## src/rtl/button_conditioner.sv

```systemverilog
`default_nettype none
// +----------------------------------------------------------------------------+
// | button_conditioner                                                         |
// | Synchronises and debounces raw push-buttons; emits clean levels plus       |
// | one-cycle press/release pulses. Optional long-press: BUTTON_LONG_PRESS_EN. |
// | Revision: 1.0                                                              |
// +----------------------------------------------------------------------------+
module button_conditioner #(
  parameter int NUM_BUTTONS       = 2,
  parameter int DEBOUNCE_CYCLES   = 16,
  parameter int LONG_PRESS_CYCLES = 1024
) (
  input  logic                   clock,
  input  logic                   reset_n,
  input  logic [NUM_BUTTONS-1:0] button_raw,
  output logic [NUM_BUTTONS-1:0] button_level,
  output logic [NUM_BUTTONS-1:0] button_press,
  output logic [NUM_BUTTONS-1:0] button_release,
  output logic [NUM_BUTTONS-1:0] button_long
);

  localparam int               CNT_W    = (DEBOUNCE_CYCLES > 2) ? $clog2(DEBOUNCE_CYCLES) : 1;
  localparam logic [CNT_W-1:0] CNT_LAST = CNT_W'(DEBOUNCE_CYCLES - 1);
  localparam logic [CNT_W-1:0] CNT_ONE  = CNT_W'(1);

`ifdef BUTTON_LONG_PRESS_EN
  localparam int                HOLD_W    = $clog2(LONG_PRESS_CYCLES + 1);
  localparam logic [HOLD_W-1:0] HOLD_LAST = HOLD_W'(LONG_PRESS_CYCLES);
  localparam logic [HOLD_W-1:0] HOLD_PRE  = HOLD_W'(LONG_PRESS_CYCLES - 1);
`else
  logic [31:0] w_unused_long_cycles;
  assign w_unused_long_cycles = LONG_PRESS_CYCLES;
`endif

  typedef enum logic [1:0] {
    RELEASED     = 2'd0,
    PRESS_WAIT   = 2'd1,
    PRESSED      = 2'd2,
    RELEASE_WAIT = 2'd3
  } state_e;

  for (genvar g = 0; g < NUM_BUTTONS; g++) begin : g_chan
    logic             sync1_q, sync2_q;
    state_e           state_q, state_d;
    logic [CNT_W-1:0] count_q, count_d;
    logic             level_q, level_d;
    logic             press_q, press_d;
    logic             release_q, release_d;

    always_ff @(posedge clock or negedge reset_n) begin
      if (!reset_n) begin
        sync1_q   <= 1'b0;
        sync2_q   <= 1'b0;
        state_q   <= RELEASED;
        count_q   <= '0;
        level_q   <= 1'b0;
        press_q   <= 1'b0;
        release_q <= 1'b0;
      end else begin
        sync1_q   <= button_raw[g];
        sync2_q   <= sync1_q;
        state_q   <= state_d;
        count_q   <= count_d;
        level_q   <= level_d;
        press_q   <= press_d;
        release_q <= release_d;
      end
    end

    // The count tracks consecutive samples that disagree with the accepted level.
    always_comb begin
      state_d   = state_q;
      count_d   = '0;
      level_d   = level_q;
      press_d   = 1'b0;
      release_d = 1'b0;
      unique case (state_q)
        RELEASED: begin
          if (sync2_q) begin
            state_d = PRESS_WAIT;
            count_d = CNT_ONE;
          end
        end
        PRESS_WAIT: begin
          if (!sync2_q) begin
            state_d = RELEASED;
          end else if (count_q == CNT_LAST) begin
            state_d = PRESSED;
            level_d = 1'b1;
            press_d = 1'b1;
          end else begin
            count_d = count_q + 1'b1;
          end
        end
        PRESSED: begin
          if (!sync2_q) begin
            state_d = RELEASE_WAIT;
            count_d = CNT_ONE;
          end
        end
        RELEASE_WAIT: begin
          if (sync2_q) begin
            state_d = PRESSED;
          end else if (count_q == CNT_LAST) begin
            state_d   = RELEASED;
            level_d   = 1'b0;
            release_d = 1'b1;
          end else begin
            count_d = count_q + 1'b1;
          end
        end
        default: state_d = RELEASED;
      endcase
    end

    assign button_level[g]   = level_q;
    assign button_press[g]   = press_q;
    assign button_release[g] = release_q;

`ifdef BUTTON_LONG_PRESS_EN
    logic [HOLD_W-1:0] hold_q, hold_d;
    logic              long_q, long_d;

    always_ff @(posedge clock or negedge reset_n) begin
      if (!reset_n) begin
        hold_q <= '0;
        long_q <= 1'b0;
      end else begin
        hold_q <= hold_d;
        long_q <= long_d;
      end
    end

    // Saturating at HOLD_LAST gives exactly one pulse per press.
    always_comb begin
      hold_d = hold_q;
      long_d = 1'b0;
      if (state_q == PRESS_WAIT && state_d == PRESSED) begin
        hold_d = '0;
      end else if ((state_q == PRESSED || state_q == RELEASE_WAIT) && hold_q != HOLD_LAST) begin
        hold_d = hold_q + 1'b1;
        long_d = (hold_q == HOLD_PRE);
      end
    end

    assign button_long[g] = long_q;
`else
    assign button_long[g] = 1'b0;
`endif
  end

endmodule
`default_nettype wire

```

## config.mk

```make
export PLATFORM = sky130hd
export DESIGN_NAME = button_conditioner
export DESIGN_NICKNAME = d
export VERILOG_FILES = /design/src/rtl/button_conditioner.sv
export SDC_FILE = /design/constraint.sdc
export NUM_CORES = 1
export LEC_CHECK = 0
export BUFFER_PORTS_ARGS = -buffer_cell sky130_fd_sc_hd__buf_2
export CAP_MARGIN = 20
export CORE_UTILIZATION = 50
export CTS_CLUSTER_DIAMETER = 30
export DETAILED_ROUTE_END_ITERATION = 8
export GPL_TIMING_DRIVEN = 0
export PLACE_DENSITY = 0.71
export RECOVER_POWER = 50
export SKIP_LAST_GASP = 1
export SYNTH_ARGS = -nofsm -noshare
export SYNTH_HDL_FRONTEND = slang
export SYNTH_SLANG_ARGS = --single-unit
```

## constraint.sdc

```tcl
create_clock -name clock -period 2.5 [get_ports clock]
set_input_delay 0.125 -clock clock [delete_from_list [all_inputs] [get_ports clock]]
set_output_delay 0.125 -clock clock [all_outputs]
set_load 0.02 [all_outputs]
```

==> metrics.yaml, run 1 <==
floorplan:
  floorplan.io_pins: 12
  floorplan.initialDensity_pct: 53.19
  dieArea_um2: 2012
  die_width_um: 44.86
  core_um2: 1727
  dieHeight_um: 44.86
  fp-row-count: 15
timing:
  worst-slew-pin-transition_ps: 1085
  report.final.setup_viol: 0
  slew_viol_final: 0
  final.setup.tns_ps: 0
  finalClockSkew_ps: 2.895
  timing_hold_violations_final: 0
  timing.max_slew.rel_slack_pct: 27.67
  max_clock_freq_mhz: 750.9
  finalWorstPathRequiredPeriod_ps: 1332
  grt_setup_unrepaired: "no"
  fin_ws_ps: 1168
  finalHoldWorstSlack_ps: 368.5
  period_share_pct: 53.27
setup_path:
  cpLargestDelayFamily: "flip-flops"
  regToRegEndpoint: "g_chan[0].count_q[0]"
  crit_buf_inv: 0
  critPathRequiredTime_ps: 2700
  cpPeakStageDelay_ps: 460
  timing.critical_path.from_type: "flip-flop"
  crit_cells: 4
  ff2ff_path_depth: 4
  crit_path_start: "g_chan[0].count_q[0]"
  timing.setup.critical_path_class: "reg2reg"
  timing.critical_path.cells: "ha_1 -> nand4_4 -> and2_1 -> a21boi_4"
  r2r-start: "g_chan[0].count_q[0]"
  critPathArrivalTime_ps: 1530
  timing.critical_path.slowest_stage_cell: "sky130_fd_sc_hd__dfrtp_1"
  reg2reg_slack_ps: 1170
  crit_path_max_fanout: 5
  timing.critical_path.to: "g_chan[0].count_q[0]"
  critPathCaptureType: "flip-flop"
logic_synthesis:
  synth_edf_count: 0
  synth_async_reset_ratio_pct: 100.0
  ys.flop_type: "sky130_fd_sc_hd__dfrtp_1"
  seq_area_frac_synth_pct: 59.95
  syn-cell-area_um2: 918.4
  post_synth_inst_count: 74
  yosysUniqueCellTypes: 27
  ys.warnings.count: 0
  postSynthRegisterBits: 22
  syn_area_per_cell_um2: 12.41
power_and_ir_drop:
  power-per-cell-area_nw_per_um2: 588.0
  power.leakage_uw: 0.0005464
  irDropWorstVdd_mv: 0.3367
clock_tree:
  cts-buffers-inserted: 3
  worstSkewPairLatency_ps: 300
  cts.repair.resized: 0
  cts_hold_repair.buffers: 3
  cts.repair_timing.setup_buffer_count: 0
  cts_num_sinks: 22
  tritoncts: "yes"
  clock_tree.buffer_depth: 2
  htree_num_levels: 1
  cell_at_the_root_of_the_clock_tree: "sky130_fd_sc_hd__clkbuf_4"
  clkTransAtPathRegs_ps: 120
detailed_routing:
  routedWlPerCell_um: 10.53
  post_drt_via_cell_ratio: 4.655
  detail_route.first_pass.iterations: 4
  post-route-drc-count: 0
  iteration_0_drc_count_of_the_detailed_router: 3
  drt-total-wl_um: 1221
  drtAntennaViolNets: 0
  vias: 540
cells_and_area:
  syn2layout_area_growth_pct: 15.80
  layout-drive-gt1-share_pct: 26.37
  fin_cells: 116
  fin_nets: 98
  n_antenna_cell: 0
place:
  post-place-ws_ps: 1182
  numPortBuffers: 9
  place.gp.congestion: 0.7877
  place_hpwl_um: 888.6
  dpl.cell_count: 109
outcome:
  run_status: "completed"
flow_run:
  max_cap_viols: 0
hold_path:
  path_type_of_the_worst_min_delay_path: "reg2reg"
  timing.hold.worst_path_depth: 0
global_routing:
  grt.overflow.total: 0
  grt_start_max_net_pins: 23
  grt_pass1_wl_um: 2283
  first_global_vias: 533
  antenna_violations_before_repair: 0
  gr-usage-all-layers_pct: 15.92
-- cells in the mapped netlist, types with 2 or more instances --
master	count	area share, %
sky130_fd_sc_hd__xnor2_1	3	2.9
sky130_fd_sc_hd__inv_1	2	0.82
sky130_fd_sc_hd__nand2_1	6	2.5
sky130_fd_sc_hd__xor2_1	2	1.9
sky130_fd_sc_hd__nor2_1	4	1.6
sky130_fd_sc_hd__buf_4	8	6.5
sky130_fd_sc_hd__dfrtp_1	22	60
sky130_fd_sc_hd__o21ai_0	3	1.6
sky130_fd_sc_hd__ha_1	2	2.7
sky130_fd_sc_hd__a21oi_1	5	2.7
-- worst register-to-register path, delay by kind of cell, from the launching register on --
| kind | cells | cell delay [ps] |
|---|---|---|
| AO/OA/AOI/OAI | 1 | 130 |
| adder cells (fa/ha/maj) | 1 | 280 |
| flip-flops | 1 | 460 |
| AND/OR/NAND/NOR | 2 | 360 |
-- worst min-delay path by stage --
stage | to | slack, ps | start
global route | g_chan[0].sync2_q | 380 | g_chan[0].sync1_q
global placement | g_chan[1].count_q[3] | 100 | reset_n
finish | g_chan[1].sync2_q | 370 | g_chan[1].sync1_q
detailed placement | g_chan[1].count_q[1] | 110 | reset_n
CTS | g_chan[1].count_q[2] | 300 | reset_n
floorplan | asynchronous set/reset pin | -170 | reset_n
-- final cells by class --
class,instances,area (um2)
Buffer,8,60.06
Clock buffer,4,36.28
Inverter,2,7.507
Sequential cell,22,550.5
Timing Repair Buffer,12,73.82
Tap cell,25,31.28
Multi-Input combinational cell,43,304.0
Fill cell,153,663.1
-- logic make-up (layout without fill, tap and decap cells) --
logic type      count (synthesis)  in the layout  synth area share, %
other cells                     1              2               0.4083
compound gates                 12             12                8.856
buf+inv                        10             26                7.358
simple gates                   21             21                14.72
xor+xnor                        5              5                4.769
fa+ha+maj                       2              2                2.724
mux                             1              1                1.226
flops                          22             22                59.95
-- power breakdown --
group          total, uW  internal [uW]  leakage, uW  switching (uW)
Combinational       51.5           24.3     0.000236            27.2
Clock                192           88.8    0.0000210             103
Sequential           382            369     0.000289            13.3
Total                625            482     0.000546             144
-- flip-flops by register name, summed over array words and instances, names as in the netlist, named ones only --
register / flops
g_chan.count_q: 8
g_chan.level_q: 2
g_chan.press_q: 2
g_chan.release_q: 2
g_chan.state_q: 2
g_chan.sync1_q: 2
g_chan.sync2_q: 2
-- through the flow --
| stage | total power, uW | utilization [%] | area (um2) |
|---|---|---|---|
| after CTS | 634.8 | 61.67 | 1065 |
| after global placement | 433.1 | 57.83 | 998.5 |
| after floorplan | 418.3 | - | 922.1 |
| after global routing | 653.1 | 61.59 | 1064 |
| after detailed placement | 437.3 | 57.83 | 998.5 |
| final | 625.3 | 61.59 | 1064 |
-- layout by cell type (no fill, tap or decap), types with 3 or more instances in the layout --
cell,netlist,routed
sky130_fd_sc_hd__dfrtp_1,22,22
sky130_fd_sc_hd__buf_4,8,8
sky130_fd_sc_hd__buf_2,0,8
sky130_fd_sc_hd__nand2_1,6,6
sky130_fd_sc_hd__a21oi_1,5,5
sky130_fd_sc_hd__nor2_1,4,4
sky130_fd_sc_hd__xnor2_1,3,3
sky130_fd_sc_hd__o21ai_0,3,3
sky130_fd_sc_hd__clkbuf_4,0,3
sky130_fd_sc_hd__dlygate4sd3_1,0,3
-- per-layer routing --
| metal | GRT usage (%) | part of all wire [%] |
|---|---|---|
| met3 | 3.600 | 3.5 |
| met1 | 22.58 | 52 |
| met5 | 0 | 0 |
| met2 | 23.53 | 45 |
| met4 | 7.273 | 0 |
No activity file was read; power rests on OpenSTA's default activity.
==> run 2: changes to the inputs <==
Settings changed: CORE_UTILIZATION 50 to 49, PLACE_DENSITY 0.71 to 0.72.
Clock period 2.5 ns to 1.15 ns, I/O delays scaled along.
==> run 2 against run 1 <==
The flow now finishes with violations (negative setup slack). Via count is 6.9% higher. Setup slack worse by 1200 ps. First-iteration DRC count grew to 3.3 times the previous value. Sequential power grew 120%. Global-route usage grew 0.34 points. Worst hold slack worse by 110 ps. Die area increased by 1.9%. Critical path type unchanged. Highest routed layer is now met4.
==> metrics.yaml, run 2 (synthesis gave the netlist of run 1 again) <==
power_and_ir_drop:
  power_report.internal_total_uw: 1064
  netSwitchingPower_uw: 316.5
  irDropWorstVdd_mv: 1.052
  power-per-cell-area_nw_per_um2: 1199
  finalPower_uw: 1380
  power.share.combinational_pct: 9.7
  p_sw_share_pct: 22.93
  power.share.sequential_pct: 60.3
  power.leakage_uw: 0.0005789
  portion_of_total_power_attributed_to_the_clock_network_pct: 30.0
cells_and_area:
  final_cell_mix: "sky130_fd_sc_hd__dfrtp_1, sky130_fd_sc_hd__buf_4, sky130_fd_sc_hd__buf_2"
  fin_nets: 103
  layout.cells.most_common: "sky130_fd_sc_hd__dfrtp_1"
  n_antenna_cell: 0
  finish.utilization_pct: 65.95
  fill_cells: 143
  largest-register: "g_chan.count_q"
  largest_register_ff_count: 8
  layout-drive-gt1-share_pct: 39.58
  syn2layout_area_growth_pct: 25.34
outcome:
  failing_checks: "negative setup slack"
  run_status: "complete, but fails checks"
clock_tree:
  htree_num_levels: 1
  cts-buffers-inserted: 3
  tritoncts: "yes"
  cell_at_the_root_of_the_clock_tree: "sky130_fd_sc_hd__clkbuf_4"
  clkTransAtPathRegs_ps: 120
  clock_tree.buffer_depth: 2
  worstSkewPairLatency_ps: 290
  cts_num_sinks: 22
global_routing:
  grt.overflow.total: 0
  grt_start_max_net_pins: 23
  gr-usage-all-layers_pct: 16.26
  grt_pass1_wl_um: 2297
  first_global_vias: 528
  antenna_violations_before_repair: 0
detailed_routing:
  detail_route.first_pass.iterations: 4
  drt-total-wl_um: 1416
  post-route-drc-count: 0
  vias: 577
  post_drt_via_cell_ratio: 4.769
  drtAntennaViolNets: 0
  routedWlPerCell_um: 11.70
  iteration_0_drc_count_of_the_detailed_router: 10
floorplan:
  dieHeight_um: 45.29
  floorplan.io_pins: 12
  fp-row-count: 15
  dieArea_um2: 2051
  die_width_um: 45.29
  core_um2: 1745
  floorplan.initialDensity_pct: 52.62
setup_path:
  timing.critical_path.from_type: "flip-flop"
  critPathRequiredTime_ps: 1340
  cpLargestDelayFamily: "flip-flops"
  ff2ff_path_depth: 3
  crit_buf_inv: 0
  crit_path_max_fanout: 5
  timing.critical_path.slowest_stage_cell: "sky130_fd_sc_hd__dfrtp_2"
  critPathCaptureType: "flip-flop"
  timing.setup.critical_path_class: "reg2reg"
  cpPeakStageDelay_ps: 450
  critPathArrivalTime_ps: 1360
  r2r-start: "g_chan[0].count_q[0]"
  reg2reg_slack_ps: -10
  timing.critical_path.cells: "ha_4 -> nand4_4 -> mux2_4"
timing:
  fin_ws_ps: -12.39
  timing_hold_violations_final: 0
  timing.max_slew.rel_slack_pct: 65.19
  grt_setup_unrepaired: "yes"
  period_share_pct: 101.1
  max_clock_freq_mhz: 860.3
  slew_viol_final: 0
  report.final.setup_viol: 2
  finalWorstPathRequiredPeriod_ps: 1162
  worst-slew-pin-transition_ps: 522.1
  finalClockSkew_ps: 2.145
hold_path:
  path_type_of_the_worst_min_delay_path: "in2async"
place:
  place_hpwl_um: 982.4
  post-place-ws_ps: -69.28
  numPortBuffers: 9
  place.gp.congestion: 0.7767
flow_run:
  max_cap_viols: 0
==> run 2: worst register-to-register path: stages, from the launching register on <==
cell and delay (ps):
sky130_fd_sc_hd__dfrtp_2 450, sky130_fd_sc_hd__ha_4 180, sky130_fd_sc_hd__nand4_4 130, sky130_fd_sc_hd__mux2_4 310
==> run 2: layout make-up <==
class	count	area [um2]	share of cell area [%]
Timing Repair Buffer	17	112.6	9.783
Clock buffer	4	36.28	3.152
Multi-Input combinational cell	43	351.6	30.54
Inverter	2	7.507	0.6522
Tap cell	25	31.28	2.717
Sequential cell	22	551.8	47.93
Buffer	8	60.06	5.217
==> run 2: worst max path at each step <==
| stage | cells after the start | from | end |
|---|---|---|---|
| 6_report | 3 | g_chan[0].count_q[0] | flip-flop |
| 5_1_grt | 4 | g_chan[0].count_q[1] | g_chan[0].level_q |
| 4_1_cts | 3 | g_chan[0].count_q[0] | flip-flop |
| 3_5_place_dp | 4 | g_chan[1].count_q[0] | g_chan[1].level_q |
| 3_3_place_gp | 4 | g_chan[0].count_q[0] | g_chan[0].count_q[0] |
| 2_1_floorplan | 3 | g_chan[0].count_q[0] | flip-flop |
==> run 2: per-stage QoR <==
step                      instances  instance area [um2]  hold WS, ps  setup TNS, ps
after floorplan                  75                942.2       -238.1              0
after global placement          109                 1018        34.58         -59.73
after detailed placement        109                 1018        42.73         -180.0
after CTS                       120                 1130        251.9         -20.60
after global routing            121                 1151        288.6         -245.8
final                           121                 1151        256.0         -20.86
==> run 2: power by group through the flow <==
stage | combinational [uW] | sequential (uW) | clock (uW)
CTS | 133 | 831 | 420
global placement | 101 | 845 | 0
floorplan | 73.0 | 841 | 0
global route | 149 | 837 | 453
detailed placement | 106 | 848 | 0
finish | 134 | 833 | 414
==> run 2: repair_timing <==
item                                   4_1_cts  5_1_grt
resized for setup                            4        2
setup endpoints to repair                    5        5
endpoints found under the hold margin       24        0
pin swaps                                    3        4
setup buffers                                4        1
hold buffers                                 3        0
==> run 2: routing by layer <==
layer  global-route usage (%)  routed length [um]  up-vias  part of all wire (%)
met5                        0                   0        -                     0
met4                    9.091                  28        0                   2.0
met3                    4.400                  37        4                   2.6
met2                    25.51                 685       13                    48
met1                    20.21                 664      272                    47
li1                         -                   -      288                     -
